<file path="config.mk">
export PLATFORM = sky130hd
export DESIGN_NAME = fpu_sp_reciprocal_seq
export DESIGN_NICKNAME = d
export VERILOG_FILES = /design/src/rtl/fpu_sp_pkg.sv /design/src/rtl/fpu_sp_mant_divstep.sv /design/src/rtl/fpu_sp_reciprocal_seq.sv
export SDC_FILE = /design/constraint.sdc
export NUM_CORES = 1
export LEC_CHECK = 0
export BUFFER_PORTS_ARGS = -buffer_cell sky130_fd_sc_hd__buf_2
export CAP_MARGIN = 0
export CORE_MARGIN = 10
export CORE_UTILIZATION = 40
export CTS_BUF_LIST = sky130_fd_sc_hd__clkbuf_16
export CTS_CLUSTER_DIAMETER = 200
export CTS_CLUSTER_SIZE = 24
export DETAILED_ROUTE_END_ITERATION = 7
export GPL_TIMING_DRIVEN = 1
export PLACE_DENSITY_LB_ADDON = 0.15
export SLEW_MARGIN = 25
export SYNTH_ARGS = -nofsm -noshare
export SYNTH_HDL_FRONTEND = slang
export SYNTH_HIERARCHICAL = 1
export SYNTH_SLANG_ARGS = --single-unit
</file>
<file path="constraint.sdc">
create_clock -name clk -period 3.8 [get_ports clk]
set_input_delay 0.76 -clock clk [delete_from_list [all_inputs] [get_ports clk]]
set_output_delay 0.76 -clock clk [all_outputs]
set_load 0.01 [all_outputs]
</file>
<file path="src/rtl/fpu_sp_pkg.sv">
// Shared single-precision constants, FSM state encoding and special-operand helper.
// FPU_RECIP_FASTPATH_EN is consumed by fpu_sp_reciprocal_seq.
package fpu_sp_pkg;
  localparam int EXP_BIAS = 127;
  localparam int SIGN_W = 1;
  localparam int EXP_W = 8;
  localparam int MANT_W = 23;
  localparam logic [31:0] QNAN = 32'h7FC0_0000;
  localparam logic [31:0] POS_INF = 32'h7F80_0000;

  typedef logic [1:0] state_t;
  localparam state_t IDLE = 2'd0;
  localparam state_t DIV = 2'd1;
  localparam state_t RND = 2'd2;
  localparam state_t DONE = 2'd3;

  typedef struct packed {
    logic hit;
    logic [31:0] res;
    logic ovf;
    logic unf;
  } spec_t;

  // Operands whose reciprocal needs no division: specials and exact powers of two.
  function automatic spec_t spec_chk(input logic [31:0] b);
    logic s;
    logic [EXP_W-1:0] e;
    logic [MANT_W-1:0] m;
    logic [9:0] x;
    spec_chk = '0;
    s = b[31];
    e = b[30:23];
    m = b[22:0];
    x = 10'(2 * EXP_BIAS) - {2'b00, e};
    if (e == 8'hFF) begin
      spec_chk.hit = 1'b1;
      spec_chk.res = (m != '0) ? QNAN : {s, 31'd0};
    end else if (e == 8'h00) begin
      spec_chk.hit = 1'b1;
      spec_chk.res = POS_INF | {s, 31'd0};
      spec_chk.ovf = 1'b1;
    end else if (m == '0) begin
      spec_chk.hit = 1'b1;
      if (x == '0) begin
        spec_chk.res = {s, 31'd0};
        spec_chk.unf = 1'b1;
      end else begin
        spec_chk.res = {s, x[7:0], 23'd0};
      end
    end
  endfunction
endpackage

</file>
<file path="src/rtl/fpu_sp_mant_divstep.sv">
// One radix-2 restoring division step on the significand.
// Produces the quotient bit and the shifted partial remainder.
module fpu_sp_mant_divstep
  import fpu_sp_pkg::*;
(
  input  logic [MANT_W+2:0] rem,
  input  logic [MANT_W:0]   div,
  output logic [MANT_W+2:0] nxt,
  output logic              q
);
  logic [MANT_W+2:0] diff;

  // Subtract when the divisor fits, then shift for the next bit.
  always_comb begin
    diff = rem - {2'b00, div};
    q = rem >= {2'b00, div};
    nxt = q ? {diff[MANT_W+1:0], 1'b0}
            : {rem[MANT_W+1:0], 1'b0};
  end
endmodule

</file>
<file path="src/rtl/fpu_sp_reciprocal_seq.sv">
// Sequential single-precision reciprocal, one quotient bit per cycle.
// Define FPU_RECIP_FASTPATH_EN to bypass division for specials and powers of two.
module fpu_sp_reciprocal_seq
  import fpu_sp_pkg::*;
#(
  parameter int WIDTH = 32
) (
  input  logic             clk,
  input  logic             rst_n,
  input  logic             in_valid,
  output logic             in_ready,
  input  logic [WIDTH-1:0] B,
  output logic             out_valid,
  input  logic             out_ready,
  output logic [WIDTH-1:0] result,
  output logic             overflow,
  output logic             underflow
);
  state_t state;
  logic [4:0] cnt;
  logic [31:0] b_q;
  logic [MANT_W+2:0] rem;
  logic [MANT_W+2:0] rem_nxt;
  logic [MANT_W:0] div;
  logic [MANT_W+1:0] quo;
  logic qbit;

  logic [MANT_W:0] sig;
  logic up;
  logic [MANT_W+1:0] sum;
  logic carry;
  logic [9:0] ex;
  spec_t sp;
  logic [31:0] rnd_res;
  logic rnd_ovf;
  logic rnd_unf;

  assign in_ready = (state == IDLE);

  fpu_sp_mant_divstep u_step (
    .rem (rem),
    .div (div),
    .nxt (rem_nxt),
    .q   (qbit)
  );

  // Round the 25-bit quotient to nearest-even and apply exponent/special rules.
  always_comb begin
    sig = quo[MANT_W+1:1];
    up = quo[0] & ((|rem) | sig[0]);
    sum = {1'b0, sig} + {{(MANT_W+1){1'b0}}, up};
    carry = sum[MANT_W+1];
    ex = 10'(2 * EXP_BIAS - 1) - {2'b00, b_q[30:23]}
       + {9'd0, carry};
    sp = spec_chk(b_q);
    rnd_ovf = 1'b0;
    rnd_unf = 1'b0;
    if (ex[9] || ex == '0) begin
      rnd_res = {b_q[31], 31'd0};
      rnd_unf = 1'b1;
    end else begin
      rnd_res = {b_q[31], ex[7:0],
                 carry ? 23'd0 : sum[MANT_W-1:0]};
    end
    if (sp.hit) begin
      rnd_res = sp.res;
      rnd_ovf = sp.ovf;
      rnd_unf = sp.unf;
    end
  end

`ifdef FPU_RECIP_FASTPATH_EN
  spec_t sp_in;
  assign sp_in = spec_chk(B);
`endif

  // Control FSM plus iterative datapath and registered outputs.
  always_ff @(posedge clk or negedge rst_n) begin
    if (!rst_n) begin
      state <= IDLE;
      cnt <= '0;
      b_q <= '0;
      rem <= '0;
      div <= '0;
      quo <= '0;
      out_valid <= 1'b0;
      result <= '0;
      overflow <= 1'b0;
      underflow <= 1'b0;
    end else begin
      unique case (state)
        IDLE: begin
          if (in_valid) begin
            b_q <= B;
            rem <= (MANT_W+3)'(1) << (MANT_W + 1);
            div <= {1'b1, B[MANT_W-1:0]};
            quo <= '0;
            cnt <= 5'd24;
`ifdef FPU_RECIP_FASTPATH_EN
            if (sp_in.hit) begin
              state <= DONE;
              out_valid <= 1'b1;
              result <= sp_in.res;
              overflow <= sp_in.ovf;
              underflow <= sp_in.unf;
            end else begin
              state <= DIV;
            end
`else
            state <= DIV;
`endif
          end
        end
        DIV: begin
          rem <= rem_nxt;
          quo <= {quo[MANT_W:0], qbit};
          if (cnt == '0) state <= RND;
          else cnt <= cnt - 5'd1;
        end
        RND: begin
          result <= rnd_res;
          overflow <= rnd_ovf;
          underflow <= rnd_unf;
          out_valid <= 1'b1;
          state <= DONE;
        end
        DONE: begin
          if (out_ready) begin
            out_valid <= 1'b0;
            state <= IDLE;
          end
        end
        default: state <= IDLE;
      endcase
    end
  end
endmodule

</file>
==> impl_metrics.toml <==
[drt]
drt_first_iter_violations = 352
wl_per_cell_um = 18.1
drt_first_pass_iters = 4
route.detailed.drc = 0
vias_per_cell = 5.62
route.vias.total = 6545
wirelength_mm = 21.1
ant_nets = 0

[timing]
fin_crit_ps = 3410
finalSetupViolations = 0
tightest_slew_ps = 945
relSlewSlack_pct = 36.8
clock.fmax_mhz = 293
fin_crit_sh_pct = 89.8
hold_viol = 0
clock_skew_ps = 10.2
fin_tns_setup_ps = 0
rsz0062_at_grt = "no"
maxSlewViolCount = 0

[clocking]
hold_buffers = 0
clk_pin_slew_ps = 60
cts_made_buffers = 17
clock_sinks = 126
clockBufferDepth = 2
cts_tree = "built"
h-tree-depth = 4
cts_root_buf = "clkbuf_16"
worstSkewPairLatency_ps = 420

[global_routing]
overflow = 0
grtUsageMet1_pct = 22.2
grt_antenna_before_repair = 0
grt_util_all_layers_pct = 16.3
grt.met2_usage_pct = 25.1
use_met3_pct = 3.31
grt_pass1_vias = 6671
grt_pass1_wl_mm = 35.5
grt.busiest_layer = "met2"
grt_max_degree = 72

[worst_setup_path]
cp.arrival_ps = 3750
critPathLaunch = "quo[0]"
criticalPathCategory = "flip-flop to flip-flop"
required_ps = 4140
endpoint_kind = "flip-flop"
worstSetupStartpointType = "flip-flop"
endpoint = "result[11]"
r2r-start = "quo[0]"
r2r_slack_ps = 390
reg2reg_depth = 16
cp_max_fo = 11
timing.rr.end = "result[11]"

[placed_design]
portBuffers = 71
dp_hpwl_mm = 14.8
finalWeightedCongestion = 0.927

[power_and_ir_drop]
vdd_ir_drop_max_mv = 0.505
power.leakage_nw = 4.27
power.density_nw_per_um2 = 981

[yosys]
synth_nets = 908
ys_seq_area_share_pct = 39.1
syn_area_per_cell_sq_um = 9.70
syn-cell-area_sq_um = 8070
ys.flop_type = "dfrtp_1"
ys_types = 82
synthTopCellsByCount = "dfrtp_1 (126), nand2_1 (68), a22o_1 (55)"
yosysTopAreaCell = "dfrtp_1"
synth_edf_count = 0
synth.most_common_cell = "dfrtp_1"
netlist_instances = 832
synth_top_area_share_pct = 39.1
async_reset_ff_share_pct = 100
synth_warnings = 6
synth-seq-cells = 126
synth.area.top_cells = "dfrtp_1 (39%), ha_1 (6.0%), a22o_1 (6.0%)"

[die]
fp.dieH_um = 162
core_area_sq_um = 19700
die_w_um = 162
initial_core_util_pct = 41.1
rows = 51
die_area_sq_um = 26300
io_pins = 72

[finish]
nNetsFinal = 963
final.fill_count = 1915
fin_util_pct = 47.2
ff_latch_area_sq_um = 3150
multi_input_area_sq_um = 4570
syn_to_final_growth_pct = 15.0
drive_above_1_share_pct = 21.1
diodes = 0

[run_status]
status = "finished, final reports clean"

[hold_path]
hp-class = "primary input to async pin"

[run]
cap_viol_max_count = 0
state kept, by name, indices dropped and copies added, names as in the netlist:
signal / flops
b_q: 32
cnt: 5
div: 1
out_valid: 1
overflow: 1
quo: 25
rem: 26
result: 32
state: 2
underflow: 1
cells by family (layout without fill, tap and decap cells):
kind of cell | Yosys count | in the layout | share of synthesized area, %
simple gates | 251 | 251 | 16.3
compound gates | 217 | 218 | 19.8
flops | 126 | 126 | 39.1
buf+inv | 91 | 158 | 5.15
xor+xnor | 55 | 55 | 5.97
mux | 51 | 51 | 7.40
fa+ha+maj | 40 | 40 | 6.29
other cells | 1 | 1 | 0.0465
worst max-delay path: stages, from the launching register on:
cell and delay (ps):
dfrtp_1 400, and2_1 140, ha_1 190, nand4_1 210, nor4_4 210, and4_1 260
nand3_1 120, inv_1 80, ha_1 170, buf_4 160, nand4b_1 90, mux2i_1 200
nor4bb_1 260, o31a_2 370, o211ai_4 120, buf_12 190, o2bb2ai_1 140
cells in the final DEF, fill, tap and decap left out, drive strengths merged, types with 4 or more instances in the layout:
cell type  synthesis  routed
nand2             68      68
nor2b              5       5
a31oi              7       7
nand3             40      40
and4               5       5
ha                39      39
or2                6       6
a22o              55      55
o31ai              4       4
a21oi             37      37
a211oi             5       5
buf               21      84
a21o               8       8
dfrtp            126     126
nor3              15      15
mux2              48      48
inv               41      45
nor2              40      40
and2               8       8
o21ai             43      43
o22ai              5       5
nand2b             7       7
xor2              23      23
and3               9       9
o2bb2ai           22      22
clkbuf            28      17
nand4             17      17
clkinv             1       6
xnor2             32      32
nor4              16      16
through the flow:
step | cell area [sq um] | total power [mW] | setup WS, ps | cells | hold WS, ps
6_report | 9280 | 9.10 | 387 | 1165 | 332
5_1_grt | 9280 | 9.87 | 47.0 | 1165 | 405
4_1_cts | 9230 | 9.11 | 236 | 1163 | 371
3_5_place_dp | 8620 | 7.39 | 24.9 | 1131 | 452
3_3_place_gp | 8620 | 7.40 | 106 | 1131 | 450
2_1_floorplan | 8070 | 6.24 | 451 | 832 | 435
cell type report:
cell class	count	area share [%]
multi-input combinational	616	49.2
sequential	126	34.0
timing repair buffer	84	5.08
clock buffer	17	4.59
tap	265	3.57
clock inverter	15	1.83
inverter	42	1.70
per-layer routing:
metal | wire length (um) | up-vias
li1 | - | 3177
met1 | 10100 | 3211
met2 | 9700 | 127
met4 | 397 | 0
met5 | 0 | -
met3 | 880 | 30
worst min-delay path by stage:
| stage | endpoint | depth (start not counted) |
|---|---|---|
| after floorplan | div[23] | 1 |
| after global placement | div[23] | 1 |
| after detailed placement | div[23] | 1 |
| after CTS | result[29] | 1 |
| after global routing | result[29] | 1 |
| final | b_q[27] | 1 |
where the power goes:
group	switching (mW)	internal, mW
combinational	2.76	2.27
clock	0.633	1.03
sequential	0.588	1.83
repair_timing:
item                                    in CTS  in global routing
gates cloned                                 0                  1
setup buffers                                0                  1
pin swaps                                    0                  1
gates resized for setup                      1                  3
hold endpoints to repair                     0                  0
endpoints found under the setup margin       1                 22
Power figures use the tool's default switching activity.
